### src/rtl/branch_predict_unit.sv
// branch_predict_unit: 2-bit counter branch predictor (IF lookup) and branch/jump resolver with table training (ID)
//   clk, reset                  rising-edge clock, synchronous active-high reset
//   if_valid, if_pc             fetch lookup -> pred_taken, pred_target
//   id_*                        ID-stage instruction, condition flags, target and carried prediction
//   hazard                      load-use stall: suppresses resolution and training
//   redirect, redirect_pc       corrected next PC on mispredict or jump
//   IF_Flush                    squash IF/ID
//   stat_branches, stat_mispredict  event counters, built only with BRANCH_PREDICT_STATS_EN
module branch_predict_unit #(
    parameter int         BHT_DEPTH = 64,
    parameter int         PC_W      = 32,
    parameter logic [1:0] CTR_INIT  = 2'b01
) (
    input  logic            clk,
    input  logic            reset,
    input  logic            if_valid,
    input  logic [PC_W-1:0] if_pc,
    output logic            pred_taken,
    output logic [PC_W-1:0] pred_target,
    input  logic            id_valid,
    input  logic [PC_W-1:0] id_pc,
    input  logic [5:0]      id_opcode,
    input  logic            id_equal,
    input  logic            id_rs_zero,
    input  logic            id_rs_neg,
    input  logic            id_jump,
    input  logic [PC_W-1:0] id_target,
    input  logic            id_pred_taken,
    input  logic            hazard,
    output logic            redirect,
    output logic [PC_W-1:0] redirect_pc,
    output logic            IF_Flush,
    output logic [31:0]     stat_branches,
    output logic [31:0]     stat_mispredict
);
    localparam int IDX_W = $clog2(BHT_DEPTH);

    logic [1:0]           ctr [BHT_DEPTH];
    logic [PC_W-1:0]      tgt [BHT_DEPTH];
    logic [BHT_DEPTH-1:0] val;
    logic [IDX_W-1:0]     idx, uidx;
    logic                 is_cond, actual, active, mispred, upd;
    logic                 unused_pc;

    // Tag-less table: PC bits above the index and the byte offset are ignored.
    assign unused_pc = ^if_pc;

    assign idx         = if_pc[IDX_W+1:2];
    assign uidx        = id_pc[IDX_W+1:2];
    assign pred_taken  = if_valid & val[idx] & ctr[idx][1];
    assign pred_target = tgt[idx];

    // Opcodes 4..7 are beq/bne/blez/bgtz, selected by the low two bits.
    assign is_cond = id_opcode[5:2] == 4'b0001;
    assign actual  = id_opcode[1] ? (id_opcode[0] ? (!id_rs_neg & !id_rs_zero) : (id_rs_neg | id_rs_zero))
                                  : (id_opcode[0] ? !id_equal : id_equal);

    assign active      = !reset & !hazard & id_valid;
    assign upd         = active & !id_jump & is_cond;
    assign mispred     = upd & (actual != id_pred_taken);
    assign redirect    = (active & id_jump) | mispred;
    assign IF_Flush    = redirect;
    // A not-taken mispredict falls through; everything else (including idle) shows id_target.
    assign redirect_pc = (mispred & !actual) ? id_pc + PC_W'(4) : id_target;

    always_ff @(posedge clk) begin
        if (reset) begin
            for (int i = 0; i < BHT_DEPTH; i++) begin
                ctr[i] <= CTR_INIT;
                tgt[i] <= '0;
            end
            val <= '0;
        end else if (upd) begin
            ctr[uidx] <= actual ? (ctr[uidx] == 2'd3 ? 2'd3 : ctr[uidx] + 2'd1)
                                : (ctr[uidx] == 2'd0 ? 2'd0 : ctr[uidx] - 2'd1);
            if (actual) begin
                tgt[uidx] <= id_target;
                val[uidx] <= 1'b1;
            end
        end
    end

`ifdef BRANCH_PREDICT_STATS_EN
    always_ff @(posedge clk) begin
        if (reset) begin
            stat_branches   <= '0;
            stat_mispredict <= '0;
        end else if (upd) begin
            stat_branches   <= stat_branches + 32'd1;
            stat_mispredict <= stat_mispredict + {31'd0, mispred};
        end
    end
`else
    assign stat_branches   = '0;
    assign stat_mispredict = '0;
`endif
endmodule

### config.mk
export PLATFORM = sky130hd
export DESIGN_NAME = branch_predict_unit
export DESIGN_NICKNAME = d
export VERILOG_FILES = /design/src/rtl/branch_predict_unit.sv
export SDC_FILE = /design/constraint.sdc
export NUM_CORES = 2
export LEC_CHECK = 0
export CORE_AREA = 2 2 432 434
export DETAILED_ROUTE_END_ITERATION = 12
export DIE_AREA = 0 0 434 436
export PLACE_DENSITY = 0.82
export SLEW_MARGIN = 20
export SYNTH_ARGS = -nofsm -noshare
export SYNTH_HDL_FRONTEND = slang
export SYNTH_SLANG_ARGS = --single-unit
### constraint.sdc
create_clock -name clk -period 5.7 [get_ports clk]
set_clock_uncertainty 0.15 [all_clocks]
set_input_delay 0.855 -clock clk [delete_from_list [all_inputs] [get_ports clk]]
set_output_delay 0.855 -clock clk [all_outputs]
set_load 0.005 [all_outputs]
Word-level counts from Yosys, hierarchy flattened
Memory sizes are Yosys's and may differ from the RTL's.
Cells that the tools add are included.
Widths: inputs -> output; s select.
{ "word_totals": {"ff_bits": 64, "mem_bits_rw": 2176, "in_bits": 112, "out_inout_bits": 131, "elab_cells": 63, "memories": 2} }
{ "mem_list": {"columns": ["memory", "words", "width", "read_ports", "rd_ports_with_merged_regs", "write_ports", "line_no", "source"], "rows": [
  ["tgt", 64, 32, 1, 0, 64, "39", "logic [PC_W-1:0] tgt [BHT_DEPTH];"],
  ["ctr", 64, 2, 2, 0, 64, "38", "logic [1:0] ctr [BHT_DEPTH];"]
]} }
{ "op_classes": {"n_addsub": 3, "magnitude_cmp": 3, "eq_ne": 3, "n_mux": 26, "bitwise": 13, "reduce_logical": 12} }
{ "ops": {"columns": ["cell", "n"], "rows": [
  ["$mux 32", 2],
  ["$or 64x64->64", 1],
  ["$add 32x3->32 const B", 1],
  ["$reduce_or 32->1", 1],
  ["$mux 1", 16],
  ["$lt 6x7->1 const B", 2],
  ["$mux 6", 2],
  ["$and 1x1->1", 10],
  ["$mux 2", 4],
  ["$logic_not 1->1", 7],
  ["$bmux 1 s6", 1],
  ["$demux 1 s6", 1],
  ["$ge 6x1->1 const B", 1],
  ["$eq 4x1->1 const B", 1],
  ["$add 2x1->2 const B", 1],
  ["$eq 2x2->1 const B", 1],
  ["$logic_not 2->1", 1],
  ["$or 1x1->1", 2],
  ["$reduce_and 2->1", 1],
  ["$reduce_or 2->1", 1],
  ["$sub 2x1->2 const B", 1],
  ["$logic_and 1x1->1", 1],
  ["$ne 1x1->1", 1]
]} }

Depth between registers and ports, before layout
{ "depth": {"ltp_word": 10, "mapped_depth": 13, "mapped_depth_nobuf": 8} }

Worst setup path before layout
Ideal clock, no wire load.
{ "synth_timing": {"path_type": "input -> register", "start": "in id_pc[4]", "end": "mem tgt[20][0], enable pin", "setup_ns": 0.466, "arrival_ns": 4.828, "required_time_ns": 5.084, "slack_ns": 0.256, "cell_stages": 10, "path_buffers": 6, "cell_sequence": "buf_4 buf_4 buf_4 buf_4 buf_6 buf_2 nand2_1 nor3_1 nand2_1 o21ai_0"} }
{ "synth_lines": {"columns": ["item", "line_no", "source"], "rows": [
  ["start, declared", "21", "input logic [PC_W-1:0] id_pc,"],
  ["end, declared", "39", null]
]} }

Worst setup path after layout
{ "layout_timing": {"start": "in id_pc[2]", "end": "out redirect_pc[28]"} }
{ "layout_via": {"elab_chain_len": 2} }
{ "layout_lines": {"columns": ["item", "line_no", "source"], "rows": [
  ["$add 32x3->32", "64", "assign redirect_pc = (mispred & !actual) ? id_pc + PC_W'(4) : id_target;"],
  ["$mux 32", "64", null],
  ["end, declared", "31", "output logic [PC_W-1:0] redirect_pc,"]
]} }
Every way passes these cells.

==> metrics.md <==
| Metric | Value |
|---|---|
| Status | finished, final reports clean |
| Slew Limit Fails | 0 |
| Final Setup Violations | 0 |
| Total CTS buffers | 215 |
| Logic pwr share | a little under a tenth |
| Fin crit period | 5.30 ns |
| Synth top area share | a little under two thirds |
| Final net count | approximately 6700 |
| Die width | approximately 430 µm |
| Area Growth Syn to Fin | 11.8% |
| Max-slew headroom | between 20% and 30% |
| FF+latch count, synth | around 2200 |
| Fin crit share | about 93% |
| Internal | roughly 28 mW |
| CTS tree | done |
| Number of synthesized flops with an enable pin | about 2200 |
| WS Path Type | in -> out |
| Leading area contributor after synthesis | edfxtp_1 |
| WP data required | 4.70 ns |
| Synth Cell Area | 103000 µm² |
| Number of global-route vias before repair | around 61000 |
| Design area | between 100000 and 150000 µm² |
| Clk buf depth | 3 |
| Sequential Power Share | 52.8% |
| Worst VDD drop | around 0.31 mV |
| Unrepaired setup endpoints after global routing | no |
| First-pass GRT wire length | 423000 µm |
| Die area | approximately 190000 µm² |
| Max FO, Critical Path | 5 |
| Total power | 36.0 mW |
| DRT iter0 DRCs | between 9000 and 10000 |
| Vias per Instance | 6.50 |
| Syn avg cell area | around 16 µm² |
| Pin count of the biggest net entering global routing | between 100 and 150 |
| Synth async-reset ratio | 0% |
| Fin Setup TNS | 0 ns |
| Hold Fails Final Rpt | 0 |
| Via count | ~60000 |
| Port Buffers | 152 |
| Core area | 185000 µm² |
| Cell Pwr Density | approximately 310 nW/µm² |
| Lkg Pwr | approximately 40 nW |
| Slew at the pin with the worst max-slew slack | about 1.2 ns |
| P_sw | 8.38 mW |
| Maximum clock rate | about 190 MHz |
| Hold slack final | 0.305 ns |
| Hold Crit Class | reg -> reg |
| Main synth FF type | edfxtp_1 |
| Clk network pwr share | 38.1% |
| GR Overflow Total | 0 |
| Avg WL per Cell | approximately 32 µm |
| Clk pin slew, worst setup/hold paths | approximately 0.060 ns |
| Die Span Y | 436 µm |
| Initial Util | 55.7% |
| Initial antenna violation count | 23 |
| Residual DRC | 0 |
| Pre-antenna DRT Iters | 8 |
| # resized after CTS | 0 |
| Synth warnings | 0 |
| Switching share of power | 23.3% |
| Clock Sinks | 2240 |
| Max cap viols | 0 |
| H-tree levels | 4 |
| Root Buffer | clkbuf_16 |
| Synth cell types | 55 |
| Insertion delay to the later sink of the worst-skew pair | roughly 0.85 ns |
| R2r setup slk | 2.32 ns |
| CP endpoint kind | output port |
| Placement Cell Area | between 100000 and 150000 µm² |
| Share of layout cells above drive strength 1 | roughly 22% |
| Register area share after synthesis | about two thirds |
| Ports | about 240 |
| WP data arrival | between 4 and 5 ns |
| Total Routed Length | slightly below 300000 µm |
| Std cell rows | ~160 |
| Dpl hpwl | 173000 µm |
| Total track usage | between 30% and 40% |
| Mapped Cells | 6599 |
| Final core utilization | between 60% and 70% |
| Antenna-violating nets left | 0 |
| Startpoint Class | input port |
| GP Congestion | 0.937 |
| Synth top area cells | edfxtp_1 64%, mux4_2 15%, and2_1 12% |
## final timing paths
| check | start | end | cells past startpoint |
|---|---|---|---|
| worst max-delay path | id_pc[2] | redirect_pc[28] | 11 |
| worst max register to register | ctr[46][0] | ctr[41][0] | 8 |
| worst min-delay path | val[50] | val[50] | 1 |
| worst min register to register | val[50] | val[50] | 1 |
## cells in the mapped netlist (13+ instances only)
master	number
o21ai_0	130
clkbuf_1	575
buf_1	59
nand3_1	107
nor3_1	13
nand2b_1	16
nand2_1	204
xnor2_1	20
mux4_2	683
a21o_1	64
edfxtp_1	2176
and2_1	2053
a21oi_1	13
nor2_1	157
mux2i_1	33
dfxtp_1	64
buf_2	25
buf_4	69
## layer usage
layer / track usage [%] / routed length, µm / vias to the layer above
met5: 0 / 100 / -
met4: 21.9 / 23700 / 18
met3: 8.70 / 38500 / 961
met2: 50.0 / 142000 / 4587
met1: 37.6 / 93700 / 30500
li1: - / - / 24100
## per-stage QoR
step / instances / worst slack (ns)
after detailed placement: 8862 / 0.0460
after global placement: 8862 / 0.0301
final: 9267 / 0.399
after global routing: 9258 / 0.265
after floorplan: 6662 / 0.256
after CTS: 9255 / 0.0317
## cell usage in the layout, fill, tap and decap left out, drive strengths merged, types with 5 or more instances in the layout
master,synthesis,routed
edfxtp,2176,2176
and2,2053,2053
mux4,683,683
buf,161,346
clkbuf,575,294
nand2,204,204
nor2,157,157
o21ai,130,130
clkdlybuf4s50,0,112
nand3,111,111
clkinv,0,82
a21o,64,64
conb,1,64
dfxtp,64,64
mux2i,33,33
nand2b,24,24
xnor2,20,20
a21oi,13,13
nor3,13,13
o211ai,12,12
diode,0,10
and3,10,10
xor2,10,10
bufinv,0,10
inv,5,9
nor2b,8,8
a221oi,8,8
mux2,7,7
a211oi,5,5
nand4,5,5
o22ai,5,5
## flip-flops by register name (all words and copies together), names as in the netlist
name and cells:
val 64, tgt 2048, ctr 128
## critical path, cell delays in order
cell	delay, ns
clkdlybuf4s50_1	0.62
ha_1	0.26
and4_1	0.25
nand4_1	0.14
buf_4	0.22
nor3_1	0.36
nand4_1	0.36
or2_2	0.40
xor2_1	0.14
o21ai_0	0.15
clkdlybuf4s50_1	0.54
## power by group through the flow
stage	combinational [mW]	clock, mW	sequential (mW)
after global placement	3.15	0	19.3
after global routing	3.34	14.3	19.1
after CTS	3.22	13.7	19.0
final	3.29	13.7	19.0
after floorplan	1.76	0	19.3
after detailed placement	3.20	0	19.3
## repair_timing
action / in CTS / in global routing
hold buffers: 0 / 0
endpoints found under the setup margin: 0 / 2
setup buffers: 0 / 2
## logic make-up after synthesis
group	after synthesis	synth area share (%)
compound gates	257	1.56
xor+xnor	30	0.256
fa+ha+maj	3	0.0329
buf+inv	741	3.05
flops	2240	64.8
mux	723	15.4
other cells	1	0.00365
simple gates	2604	14.9
## layout make-up
type                            instances  area (µm²)
Inverter                                5        26.3
Antenna cell                           10        25.0
Sequential cell                      2240       66600
Timing Repair Buffer                  458        4310
Tap cell                             2480        3100
Clock buffer                          294        5850
Clock inverter                         99         769
Fill cell                           12400       69800
Multi-Input combinational cell       3681       34100
Power figures use the tool's default switching activity.
